<file path="src/rtl/stopwatch_pkg.sv">
// Shared types and helpers for the stopwatch timekeeping core.
// Holds the control-state encoding and the mm:ss arithmetic used by the live counter.
package stopwatch_pkg;

  typedef enum logic [1:0] {
    IDLE    = 2'd0,
    RUNNING = 2'd1,
    PAUSED  = 2'd2
  } sw_state_t;

  localparam logic [5:0] SEC_MAX = 6'd59;
  localparam logic [5:0] MIN_MAX = 6'd59;

  typedef struct packed {
    logic [5:0] minutes;
    logic [5:0] seconds;
  } mmss_t;

  // One-second advance with wrap from 59:59 back to 00:00
  function automatic mmss_t mmss_inc(input mmss_t t);
    mmss_t n;
    n = t;
    if (t.seconds < SEC_MAX) begin
      n.seconds = t.seconds + 6'd1;
    end else begin
      n.seconds = 6'd0;
      n.minutes = (t.minutes < MIN_MAX) ? t.minutes + 6'd1 : 6'd0;
    end
    return n;
  endfunction

  function automatic logic mmss_is_max(input mmss_t t);
    return (t.minutes == MIN_MAX) && (t.seconds == SEC_MAX);
  endfunction

endpackage

</file>
<file path="src/rtl/tick_prescaler.sv">
// Divides the system clock down to one tick per TICK_DIV enabled cycles.
// The partial count is kept while disabled so a resumed run keeps its fraction of a second.
module tick_prescaler #(
  parameter int TICK_DIV = 100_000_000
) (
  input  logic clock,
  input  logic reset,
  input  logic enable,
  input  logic clear,
  output logic tick
);

  localparam int PRESC_W = $clog2(TICK_DIV);
  localparam logic [PRESC_W-1:0] LAST = PRESC_W'(TICK_DIV - 1);

  logic [PRESC_W-1:0] count;

  always_ff @(posedge clock or posedge reset) begin
    if (reset) begin
      count <= '0;
    end else if (clear) begin
      count <= '0;
    end else if (enable) begin
      count <= (count == LAST) ? '0 : count + 1'b1;
    end
  end

  assign tick = enable && (count == LAST);

endmodule

</file>
<file path="src/rtl/stopwatch_controller.sv">
// Stopwatch control core: run/pause/clear sequencing, mm:ss live count and lap freeze.
// Display outputs are a zero-latency mux between the live and the captured lap registers.
module stopwatch_controller
  import stopwatch_pkg::*;
#(
  parameter int TICK_DIV = 100_000_000
) (
  input  logic       clock,
  input  logic       reset,
  input  logic       start_stop_pulse,
  input  logic       clear_pulse,
  input  logic       lap_pulse,
  output logic [5:0] minutes,
  output logic [5:0] seconds,
  output logic       running,
  output logic       lap_held,
  output logic       overflow,
  output logic       second_tick
);

  sw_state_t state;
  mmss_t     live_time;
  mmss_t     lap_time;
  logic      lap_held_r;
  logic      overflow_r;
  logic      tick;
  logic      count_enable;

  assign count_enable = (state == RUNNING);

  tick_prescaler #(
    .TICK_DIV(TICK_DIV)
  ) u_prescaler (
    .clock  (clock),
    .reset  (reset),
    .enable (count_enable),
    .clear  (clear_pulse),
    .tick   (tick)
  );

  // Clear beats everything; start_stop beats lap, but a tick still lands in its cycle
  always_ff @(posedge clock or posedge reset) begin
    if (reset) begin
      state      <= IDLE;
      live_time  <= '0;
      lap_time   <= '0;
      lap_held_r <= 1'b0;
      overflow_r <= 1'b0;
    end else if (clear_pulse) begin
      state      <= IDLE;
      live_time  <= '0;
      lap_time   <= '0;
      lap_held_r <= 1'b0;
      overflow_r <= 1'b0;
    end else begin
      if (tick) begin
        live_time <= mmss_inc(live_time);
        if (mmss_is_max(live_time)) begin
          overflow_r <= 1'b1;
        end
      end
      case (state)
        IDLE: begin
          if (start_stop_pulse) begin
            state <= RUNNING;
          end
        end
        RUNNING: begin
          if (start_stop_pulse) begin
            state <= PAUSED;
          end else if (lap_pulse) begin
            if (lap_held_r) begin
              lap_held_r <= 1'b0;
            end else begin
              lap_time   <= live_time;
              lap_held_r <= 1'b1;
            end
          end
        end
        PAUSED: begin
          if (start_stop_pulse) begin
            state <= RUNNING;
          end else if (lap_pulse && lap_held_r) begin
            lap_held_r <= 1'b0;
          end
        end
        default: begin
          state <= IDLE;
        end
      endcase
    end
  end

  assign minutes     = lap_held_r ? lap_time.minutes : live_time.minutes;
  assign seconds     = lap_held_r ? lap_time.seconds : live_time.seconds;
  assign running     = (state == RUNNING);
  assign lap_held    = lap_held_r;
  assign overflow    = overflow_r;
  assign second_tick = tick;

endmodule

</file>
<file path="config.mk">
export PLATFORM = sky130hd
export DESIGN_NAME = stopwatch_controller
export DESIGN_NICKNAME = d
export VERILOG_FILES = /design/src/rtl/stopwatch_pkg.sv /design/src/rtl/tick_prescaler.sv /design/src/rtl/stopwatch_controller.sv
export SDC_FILE = /design/constraint.sdc
export NUM_CORES = 1
export LEC_CHECK = 0
export BUFFER_PORTS_ARGS = -buffer_cell sky130_fd_sc_hd__buf_2
export CAP_MARGIN = 10
export CORE_MARGIN = 4
export CORE_UTILIZATION = 62
export CTS_BUF_LIST = sky130_fd_sc_hd__clkbuf_8
export CTS_CLUSTER_SIZE = 12
export DETAILED_ROUTE_END_ITERATION = 8
export MAX_ROUTING_LAYER = met4
export PLACE_DENSITY = 0.84
export REMOVE_ABC_BUFFERS = 1
export SLEW_MARGIN = 10
export SYNTH_ARGS = -nofsm -noshare
export SYNTH_HDL_FRONTEND = slang
export SYNTH_SLANG_ARGS = --single-unit
export TNS_END_PERCENT = 5
</file>
<file path="constraint.sdc">
create_clock -name clock -period 3.5 [get_ports clock]
set_clock_uncertainty 0.1 [all_clocks]
set_input_delay 0.175 -clock clock [delete_from_list [all_inputs] [get_ports clock]]
set_output_delay 0.175 -clock clock [all_outputs]
set_load 0.01 [all_outputs]
</file>
==> results.yml <==
timing:
  relSlewSlack: 0.480
  post-route-period-util: 0.788
  worst_pin_slew_ns: 0.778
  setup_viol: 0
  finalCriticalPeriod_ns: 2.76
  drv_slew: 0
  tns_ns: 0
  final_hold_viol_count: 0
  fmax_mhz: 363
  rsz0062_at_grt: "false"
synth:
  yosys-top-cells-area: "dfrtp_1 (44%), mux2_2 (5.0%), o21ai_0 (5.0%)"
  syn_avg_cell_area_um2: 9.00
  synth.distinct_cells: 49
  ys.flop_type: "dfrtp_1"
  synth.top_cell.area_share: 0.439
  synth_largest_area_cell: "dfrtp_1"
  synth_cells: 348
  yosys_warnings: 0
  ys_top_cells_by_count: "dfrtp_1 (55), nand2_1 (31), o21ai_0 (31), nor2_1 (29), a21oi_1 (24)"
  ys_ff_latch: 55
  yosysMostFrequentCell: "dfrtp_1"
  synth_edf_count: 0
  ys_seq_area_frac: 0.439
  ys_async_sr_fraction: 1.00
  netlist_area_um2: 3130
placement:
  hpwl_mm: 4.47
  dp_cells: 418
  numPortBuffers: 20
  gp_congestion: 0.847
min_path:
  hold_start: "start_stop_pulse"
  min_path_type: "in2reg"
  worstHoldEndpoint: "state[1]"
  whs_path_depth: 3
final_layout:
  multiInputGateArea_um2: 1620
  regArea_um2: 1380
  num_antenna_cells: 0
  area_delta_synth_final_pct: 7.15
  nets: 367
  drive_gt1_frac: 0.148
  nFillCells: 396
  layoutNonFillerInstCount: 426
cts:
  numCtsBuffers: 5
  cts_resized: 0
  htree_levels: 2
  cts.sinks: 55
  clock-root-buffer: "clkbuf_8"
  path_clk_slew_ns: 0.09
  clk_latency_ns: 0.31
  tritoncts: "yes"
  clock_path_buffers: 2
critical_path:
  r2r_cells: 7
  rrSetupSlack_ns: 0.74
  path_delay_family: "compound AO/OA/AOI/OAI gates"
  regToRegEndpoint: "u_prescaler.count[25]"
  cpMaxStageDelayCell: "o31a_1"
  r2r-start: "u_prescaler.count[0]"
  required_ns: 3.63
  crit_path_end_kind: "flop"
  cp_max_fo: 22
  slowest_delay_ns: 0.67
  path_buf_inv: 1
  cp-start-kind: "flop"
  worstSetupPathType: "reg2reg"
  path_cells: "ha_1, nand3_1, or2_0, o31a_1, buf_4, a41oi_1, a31oi_1"
  arrival_ns: 2.89
pwr:
  clkPwrFrac: 0.366
  powerDensity_nw_per_um2: 339
  irDropWorstVdd_v: 0.000242
  swShare: 0.235
  combPwrFrac: 0.065
  switching_power_mw: 0.268
  cellLeakagePower_nw: 1.41
  pwr-share-seq: 0.568
  intPower_mw: 0.871
die:
  pin_count: 21
  die_h_um: 79.1
  num_rows: 25
  coreArea_um2: 4820
  die_width_um: 79.1
  die_area_um2: 6250
  start_util: 0.650
detailed_routing:
  wl_mm: 6.66
  ant_nets: 0
  vias: 2674
  drt_iter0_drc: 183
  dr.pass1.iters: 4
  viasPerCell: 6.28
  wire_per_inst_um: 15.6
  drc: 0
global_route:
  grt_pass1_wl_mm: 11.4
  globalRouteTotalUtil: 0.234
  first_global_vias: 2439
  antenna_found_initial: 0
  overflow: 0
  grt_max_degree: 38
run:
  cap_violations: 0
run_status:
  status: "complete, no violations"
routing by layer:
| layer | up-vias | wire, µm | GRT usage |
|---|---|---|---|
| met2 | 78 | 3250 | 0.378 |
| met5 | - | 0 | - |
| li1 | 1294 | - | - |
| met1 | 1289 | 3000 | 0.299 |
| met4 | 0 | 113 | 0.0911 |
| met3 | 13 | 286 | 0.0340 |
through the flow:
| stage | util | hold slack [ns] | area, µm² | setup WS, ns | total power, mW |
|---|---|---|---|---|---|
| 2_1_floorplan | - | 0.138 | 3030 | 1.02 | 0.704 |
| 3_3_place_gp | 0.673 | 0.128 | 3240 | 0.923 | 0.732 |
| 3_5_place_dp | 0.673 | 0.135 | 3240 | 0.815 | 0.734 |
| 4_1_cts | 0.697 | 0.0466 | 3360 | 0.779 | 1.14 |
| 5_1_grt | 0.697 | 0.0455 | 3360 | 0.541 | 1.18 |
| 6_report | 0.697 | 0.0494 | 3360 | 0.744 | 1.14 |
worst register-to-register path: stages, from the launching register on:
cell	delay, ns
dfrtp_1	0.43
ha_1	0.24
nand3_1	0.20
or2_0	0.39
o31a_1	0.67
buf_4	0.35
a41oi_1	0.14
a31oi_1	0.16
power groups by stage:
stage                     Sequential [mW]  Clock (mW)  Combinational (mW)
final                               0.647       0.417              0.0745
after global routing                0.648       0.451              0.0840
after CTS                           0.647       0.420              0.0751
after detailed placement            0.660           0              0.0743
after global placement              0.659           0              0.0730
after floorplan                     0.658           0              0.0465
cell usage in the layout (no fill, tap or decap), drive strengths merged, types with 5 or more instances in the layout:
cell type  count
nand2         31
nor2          29
a41oi          6
a31oi         13
buf           24
and2           6
inv            7
nand3         19
nand4         13
mux2          14
and4           5
a21oi         24
clkbuf         5
nor3           8
nand2b        19
mux2i          5
o21ai         31
dfrtp         55
sequential cells by signal (all words and copies together) (netlist names):
| signal | count |
|---|---|
| overflow | 1 |
| u_prescaler.count | 27 |
| lap_held | 1 |
| live_time | 12 |
| lap_time | 12 |
| state | 2 |
final cells by class:
| class | count | share of cell area |
|---|---|---|
| clock buffer | 5 | 0.0205 |
| timing repair buffer | 25 | 0.0417 |
| multi-input combinational | 265 | 0.484 |
| sequential | 55 | 0.410 |
| clock inverter | 2 | 0.0112 |
| inverter | 7 | 0.00783 |
| tap | 67 | 0.0250 |
kinds of logic after synthesis:
logic type,share of synthesized area
AOI/OAI and AO/OA,0.169
xor gates and xnor gates,0.00839
adders and majority gates,0.0120
buffers and inverters,0.0423
DFF,0.439
muxes,0.0663
and+or+nand+nor,0.262
how the worst max path moves through the flow:
stage / depth (start not counted) / startpoint / slack (ns) / to
finish: 7 / u_prescaler.count[0] / 0.74 / u_prescaler.count[25]
global route: 7 / u_prescaler.count[0] / 0.54 / u_prescaler.count[23]
CTS: 7 / u_prescaler.count[0] / 0.78 / u_prescaler.count[23]
detailed placement: 7 / u_prescaler.count[0] / 0.82 / u_prescaler.count[23]
global placement: 7 / u_prescaler.count[0] / 0.92 / u_prescaler.count[23]
floorplan: 6 / u_prescaler.count[0] / 1.02 / u_prescaler.count[22]
timing repair:
action,4_1_cts,5_1_grt
hold buffers,1,0
hold endpoints to repair,22,0
setup buffers,0,0
Note: power is estimated with default switching activity, not from simulation.
